### config.mk
export PLATFORM = sky130hd
export DESIGN_NAME = cache_fill_fsm
export DESIGN_NICKNAME = d
export VERILOG_FILES = /design/src/rtl/cache_pkg.sv /design/src/rtl/fill_counter.sv /design/src/rtl/cache_fill_fsm.sv
export SDC_FILE = /design/constraint.sdc
export NUM_CORES = 1
export LEC_CHECK = 0
export CORE_AREA = 4 4 60 67
export DETAILED_ROUTE_END_ITERATION = 8
export DIE_AREA = 0 0 64 71
export GPL_ROUTABILITY_DRIVEN = 1
export PLACE_DENSITY_LB_ADDON = 0.2
export SYNTH_ARGS = -nofsm -noshare
export SYNTH_HDL_FRONTEND = slang
export SYNTH_SLANG_ARGS = --single-unit
### constraint.sdc
create_clock -name clk -period 3.2 [get_ports clk]
set_input_delay 0.32 -clock clk [delete_from_list [all_inputs] [get_ports clk]]
set_output_delay 0.32 -clock clk [all_outputs]
set_load 0.01 [all_outputs]
### src/rtl/cache_pkg.sv
// ============================================================================
// Module      : cache_pkg
// Description : Shared constants and state encoding for the cache line-fill
//               controller and its counters.
// Revision    : 1.0 - initial release
// ============================================================================
`default_nettype none

package cache_pkg;

    // Line geometry: eight 16-bit words per 16-byte line
    localparam int LINE_WORDS = 8;
    localparam int WORD_OFF_W = 3;
    localparam int CNT_W      = 4;
    localparam int ADDR_W     = 16;

    // Slice of a byte address that identifies the line
    localparam int LINE_MSB   = 15;
    localparam int LINE_LSB   = 4;
    localparam int LINE_W     = LINE_MSB - LINE_LSB + 1;

    typedef enum logic [0:0] {
        IDLE = 1'b0,
        FILL = 1'b1
    } fill_state_t;

endpackage : cache_pkg

`default_nettype wire

### src/rtl/fill_counter.sv
// ============================================================================
// Module      : fill_counter
// Description : Small up-counter with synchronous clear and enable that
//               saturates at MAX_COUNT instead of wrapping.
// Revision    : 1.0 - initial release
// ============================================================================
`default_nettype none

module fill_counter #(
    parameter int WIDTH     = 4,
    parameter int MAX_COUNT = 8
) (
    input  logic             clk,
    input  logic             rst_n,
    input  logic             clr,
    input  logic             en,
    output logic [WIDTH-1:0] count
);

    localparam logic [WIDTH-1:0] C_MAX = WIDTH'(MAX_COUNT);

    logic [WIDTH-1:0] r_count;

    // Clear wins over enable; holding at the limit keeps a finished fill from re-issuing
    always_ff @(posedge clk or negedge rst_n) begin
        if (!rst_n) begin
            r_count <= '0;
        end else if (clr) begin
            r_count <= '0;
        end else if (en && (r_count < C_MAX)) begin
            r_count <= r_count + 1'b1;
        end
    end

    assign count = r_count;

endmodule : fill_counter

`default_nettype wire

### src/rtl/cache_fill_fsm.sv
// ============================================================================
// Module      : cache_fill_fsm
// Description : Cache miss line-fill controller. Latches the missing line,
//               issues one read per word back-to-back, writes each returned
//               word into the data array and writes the tag with the last one.
// Revision    : 1.0 - initial release
// ============================================================================
`default_nettype none

module cache_fill_fsm #(
    parameter int MEM_LAT    = 4,
    parameter int LINE_WORDS = 8
) (
    input  logic        clk,
    input  logic        rst_n,
    input  logic        miss_detected,
    input  logic [15:0] miss_address,
    input  logic        memory_data_valid,
    input  logic [15:0] memory_data,
    output logic        fsm_busy,
    output logic        mem_req,
    output logic [15:0] memory_address,
    output logic        write_data_array,
    output logic [2:0]  data_word_sel,
    output logic [15:0] data_out,
    output logic        write_tag_array,
    output logic [15:0] tag_address
);

    import cache_pkg::*;

    // The datapath is sized for an 8-word line; latency only shapes the bench's memory
    generate
        if ((LINE_WORDS != cache_pkg::LINE_WORDS) || (MEM_LAT < 1)) begin : g_bad_param
            $error("cache_fill_fsm: unsupported LINE_WORDS/MEM_LAT");
        end
    endgenerate

    localparam logic [CNT_W-1:0] C_FULL = CNT_W'(LINE_WORDS);
    localparam logic [CNT_W-1:0] C_LAST = CNT_W'(LINE_WORDS - 1);

    fill_state_t       r_state;
    logic [LINE_W-1:0] r_line;

    logic [CNT_W-1:0]  w_req_cnt;
    logic [CNT_W-1:0]  w_rcv_cnt;
    logic              w_in_fill;
    logic              w_start;
    logic              w_rcv_en;
    logic              w_last;
    logic              w_unused_offset;

    assign w_in_fill = (r_state == FILL);
    assign w_start   = (r_state == IDLE) && miss_detected;
    assign w_rcv_en  = w_in_fill && memory_data_valid;
    assign w_last    = w_rcv_en && (w_rcv_cnt == C_LAST);

    // Byte offset within the line plays no part in a whole-line fill
    assign w_unused_offset = ^miss_address[LINE_LSB-1:0];

    // Control state and latched line; the line is frozen for the whole fill
    always_ff @(posedge clk or negedge rst_n) begin
        if (!rst_n) begin
            r_state <= IDLE;
            r_line  <= '0;
        end else begin
            case (r_state)
                IDLE: begin
                    if (miss_detected) begin
                        r_line  <= miss_address[LINE_MSB:LINE_LSB];
                        r_state <= FILL;
                    end
                end
                FILL: begin
                    if (w_last) begin
                        r_state <= IDLE;
                    end
                end
                default: r_state <= IDLE;
            endcase
        end
    end

    // Requests issued so far; both counters restart on the miss that opens a fill
    fill_counter #(
        .WIDTH     (CNT_W),
        .MAX_COUNT (LINE_WORDS)
    ) u_req_cnt (
        .clk   (clk),
        .rst_n (rst_n),
        .clr   (w_start),
        .en    (mem_req),
        .count (w_req_cnt)
    );

    // Words returned so far; advances independently of the request side
    fill_counter #(
        .WIDTH     (CNT_W),
        .MAX_COUNT (LINE_WORDS)
    ) u_rcv_cnt (
        .clk   (clk),
        .rst_n (rst_n),
        .clr   (w_start),
        .en    (w_rcv_en),
        .count (w_rcv_cnt)
    );

    assign fsm_busy         = w_in_fill;
    assign mem_req          = w_in_fill && (w_req_cnt < C_FULL);
    assign memory_address   = w_in_fill ? {r_line, w_req_cnt[WORD_OFF_W-1:0], 1'b0} : '0;
    assign write_data_array = w_rcv_en;
    assign data_word_sel    = w_rcv_cnt[WORD_OFF_W-1:0];
    assign data_out         = w_in_fill ? memory_data : '0;
    assign write_tag_array  = w_last;
    assign tag_address      = {r_line, {LINE_LSB{1'b0}}};

endmodule : cache_fill_fsm

`default_nettype wire

### After elaboration in Yosys (flattened, before gate mapping)

Index checks and enable logic that the tools add are counted.

| cells by class | value |
|---|---|
| eq/ne operators | 1 |
| add/subtract/negate cells | 2 |
| reductions and logical operators | 9 |
| bitwise logic cells | 1 |
| muxes and demuxes | 9 |
| magnitude comparators | 2 |

Operators by type and width:

| kind | count |
|---|---|
| $mux W16 | 2 |
| $mux W4 | 4 |
| $add A4 B1 Y4 const B | 2 |
| $lt A4 B4 Y1 const B | 2 |
| $logic_and A1 B1 Y1 | 6 |
| $eq A4 B3 Y1 const B | 1 |
| $reduce_bool A2 Y1 | 2 |
| $mux W1 | 2 |
| $pmux W1 S2 | 1 |
| $reduce_and A2 Y1 | 1 |
| $not A1 Y1 | 1 |

| word-level totals | value |
|---|---|
| word-level logic and storage cells | 28 |
| output and inout port bits | 55 |
| register bits after elaboration | 21 |

### Depth between registers and ports, before layout

| logic depth | value |
|---|---|
| word-level depth | 5 |
| mapped depth | 4 |

### By module

From an unflattened synthesis, not the netlist that was laid out.

| second synthesis, totals | value |
|---|---|
| cell total of the unflattened synthesis | 105 |
| area, all modules | 1183.6 um^2 |

By module, submodules not included:

| module | instances | cells each | area an instance (um^2) | seq. area each (um^2) |
|---|---|---|---|---|
| cache_fill_fsm | 1 | 73 | 800.8 | 325.3 |
| fill_counter | 2 | 16 | 191.4 | 100.1 |

### Least setup slack after synthesis

Ideal clock, no wire load.

| path | value |
|---|---|
| path kind | reg2out |
| start | register r_state (netlist: fsm_busy) |
| end | output data_out[10] |
| stages on the path, launching flop included | 4 |
| setup slack | 1883 ps |
| data arrival time | 997 ps |
| path buffers | 2 |
| cells stage by stage | dfrtp_1 buf_2 clkbuf_1 and2_1 |

| on the way | value |
|---|---|
| word-level cells in the longest chain between the ends | 1 |

Ends and longest elaborated chain:

| element | RTL line | text |
|---|---|---|
| from (decl) | cache_fill_fsm.sv:42 | `fill_state_t r_state;` |
| from (signal assigned) | cache_fill_fsm.sv:64 | `r_state <= IDLE;` |
| from (signal assigned) | cache_fill_fsm.sv:71 | `r_state <= FILL;` |
| from (signal assigned) | cache_fill_fsm.sv:76 | `r_state <= IDLE;` |
| $mux W16 | cache_fill_fsm.sv:113 | `assign data_out = w_in_fill ? memory_data : '0;` |
| to (decl) | cache_fill_fsm.sv:25 | `output logic [15:0] data_out,` |

No other way between the ends.

### Worst setup path after layout

| path | value |
|---|---|
| start | register r_state (netlist: fsm_busy) |
| end | output write_tag_array |

| on the way | value |
|---|---|
| word-level cells in the longest chain between the ends | 2 |

Ends and longest elaborated chain:

| element | RTL line | text |
|---|---|---|
| $logic_and A1 B1 Y1 | cache_fill_fsm.sv:55 | `assign w_rcv_en = w_in_fill && memory_data_valid;` |
| $logic_and A1 B1 Y1 | cache_fill_fsm.sv:56 | `assign w_last = w_rcv_en && (w_rcv_cnt == C_LAST);` |
| to (decl) | cache_fill_fsm.sv:26 | `output logic write_tag_array,` |

No other way between the ends.

==> metrics.txt <==
Post-synth EDFFs=0; leakage power=around 0.00088 µW; Setup Buffers After CTS=0; Arr. time, crit path=around 2.2 ns; CTS max path bufs=2; Vias=between 1000 and 1500; status=finished clean; period utilisation layout=0.792; Die ar.=0.00454 mm²; xor and xnor area share after synthesis=0.0226; Ys Warns=0; register area share after synthesis=0.452; Routed WL=3310 µm; cts repair resizes=0; Placement Cell Area=between 0.0015 and 0.002 mm²; Synth async-reset ratio=1.00; drc violations=0; fill count=290; Max-slew headroom=0.359; FMAX=between 0.3 and 0.4 GHz; P&R area growth vs syn=71.0%; Fin Setup TNS=0 ns; post-synthesis cell type with the largest combined area=dfrtp_1; # IOs=91; Die Ht=about 70 µm; CP required=2.88 ns; cells after synthesis=roughly 130; DRT Pass-1 Iters=5; most area-consuming cells after synthesis=dfrtp_1 (45%), and2_1 (17%), nand2_1 (13%), buf_4 (5.2%), a22o_1 (3.0%); PD cells=approximately 830 mW/mm²; Vias per Instance=roughly 4.3; top post-synthesis cells by count=nand2_1 (39), and2_1 (32), dfrtp_1 (21), buf_4 (8), nor2_1 (5); simple-gate share of the synthesized area=0.366; # rows=22; Tot Pwr=between 1500 and 2000 µW; Finished Cell Area=around 0.0020 mm²; Max Cap Violations=0; Synth top area share=0.452; CTS Buf Count=3; vias in the first global route=1060; Overflow after GRT=0; proportion of layout cells with a drive suffix above 1=0.0288; core area=around 0.0033 mm²; # setup viols final=0; IO Port Bufs=a little over 80; initial antenna violation count=0; RSZ-0062 raised after global routing=false; Multi-input gate area=~570 µm²; Clock Pin Slew Worst Setup and Hold Paths=approximately 0.11 ns; ANT nets after route=0; crit start category=flop; routability cong.=about 0.67; Setup Skew=about 0.0033 ns; TritonCTS clock tree=done; Detail Placement HPWL=about 2600 µm; post-synthesis mux area share=0.0226; Hold Buf Count CTS=0; largest net degree at the start of global routing=43; Max Slew Vio Count=0; Initial Util=0.349; Inserted Diodes=0; endpoints failing hold=0; register area=between 500 and 600 µm²; synthesized area per cell=~8.7 µm²; Crit. End Element=output port; root buffer cell=clkbuf_4; # nets final=about 250; global-route wire length before repair=around 5400 µm; Synth Cell Area=~0.0012 mm²; FF+latch count, synth=21; prevailing post-synth register cell=dfrtp_1; Die Wd=approximately 64 µm; CTS Sinks=21; VDD IR max=between 0.0004 and 0.0005 V; worst-path maximum fanout=42; Unique masters post-synth=20; number of H-tree levels=1; worst hold path class=flop to flop; gr usage total=0.147; kind of critical path=flop to output port; DR WL/cell=12.9 µm; post-synthesis compound-gate area fraction=0.0387; most numerous cell in the Yosys netlist=nand2_1; actual slew at the worst max-slew pin=0.962 ns; crit path time final=about 2.5 ns; clock latency on the worst-skew pair=0.30 ns; Synth Area in Adders=0.0215; main combinational cell family by area after synthesis=simple AND/OR/NAND/NOR gates; initial DRC count=63
kinds of logic (layout without fill, tap and decap cells):
| logic type | after synthesis | count (layout) |
|---|---|---|
| AND/OR/NAND/NOR | 84 | 84 |
| multiplexers | 2 | 2 |
| buffers and inverters | 14 | 85 |
| adder cells (fa/ha/maj) | 2 | 2 |
| other | 1 | 5 |
| flip-flops | 21 | 21 |
| XOR/XNOR | 3 | 3 |
| AO/OA/AOI/OAI | 6 | 6 |
worst max-delay path, cell delays in order, from the launching register on:
cell             delay [ns]
dfrtp_1                0.99
nand2_1                0.17
nor2_1                 0.19
clkdlybuf4s50_1        0.56
worst paths after layout:
check | start | end | slack (ns) | depth (start not counted)
min | r_line[8]$_DFFE_PN0P_ | r_line[8]$_DFFE_PN0P_ | 0.50 | 2
max | fsm_busy$_DFF_PN0_ | write_tag_array | 0.67 | 3
max reg2reg | fsm_busy$_DFF_PN0_ | u_req_cnt.count[0]$_DFFE_PN0P_ | 1.30 | 3
min reg2reg | r_line[8]$_DFFE_PN0P_ | r_line[8]$_DFFE_PN0P_ | 0.50 | 2
max in group asynchronous | rst_n | u_req_cnt.count[1]$_DFFE_PN0P_ | 2.12 | 1
min in group asynchronous | rst_n | r_line[10]$_DFFE_PN0P_ | 0.52 | 1
power by group:
group | switching, µW | internal, µW | leakage [µW]
clock | 77.6 | 48.6 | 0.0000150
combinational | 375 | 625 | 0.000612
sequential | 126 | 396 | 0.000254
stage by stage:
stage	hold slack [ns]	setup slack, ns	util	std cells
after floorplan	0.0244	1.88	-	137
after global placement	0.475	1.06	0.589	252
after detailed placement	0.482	0.997	0.589	252
after CTS	0.510	0.642	0.597	256
after global routing	0.539	0.463	0.597	256
final	0.503	0.666	0.597	256
routing by layer:
layer,vias up,part of all wire,track usage
met5,-,0,0
met4,0,0.0088,0.0360
met3,7,0.064,0.0333
met2,45,0.53,0.270
met1,502,0.39,0.171
li1,552,-,-
cell type report:
class	count	share of cell area
Clock buffer	4	0.0132
Multi-Input combinational cell	102	0.285
Sequential cell	21	0.264
Tap cell	48	0.0302
Timing Repair Buffer	81	0.408
registers in the layout (all words and copies together) (netlist names):
signal,count
fsm_busy,1
r_line,12
u_rcv_cnt.count,4
u_req_cnt.count,4
cell usage in the layout, fill, tap and decap left out:
cell / synthesis / final
a22o_1: 4 / 4
mux2_2: 1 / 1
dfrtp_1: 21 / 21
nand2b_4: 1 / 1
mux2_4: 1 / 1
xnor2_1: 2 / 2
nor2_1: 5 / 5
and2b_1: 2 / 2
nand2_1: 39 / 39
ha_1: 2 / 2
conb_1: 1 / 5
xor2_1: 1 / 1
and2_1: 32 / 32
nand2b_1: 1 / 1
clkdlybuf4s50_1: 0 / 81
clkbuf_4: 0 / 3
o21ai_0: 2 / 2
clkbuf_1: 3 / 1
nand3b_1: 2 / 2
nand3_1: 2 / 2
Power figures use the tool's default switching activity.
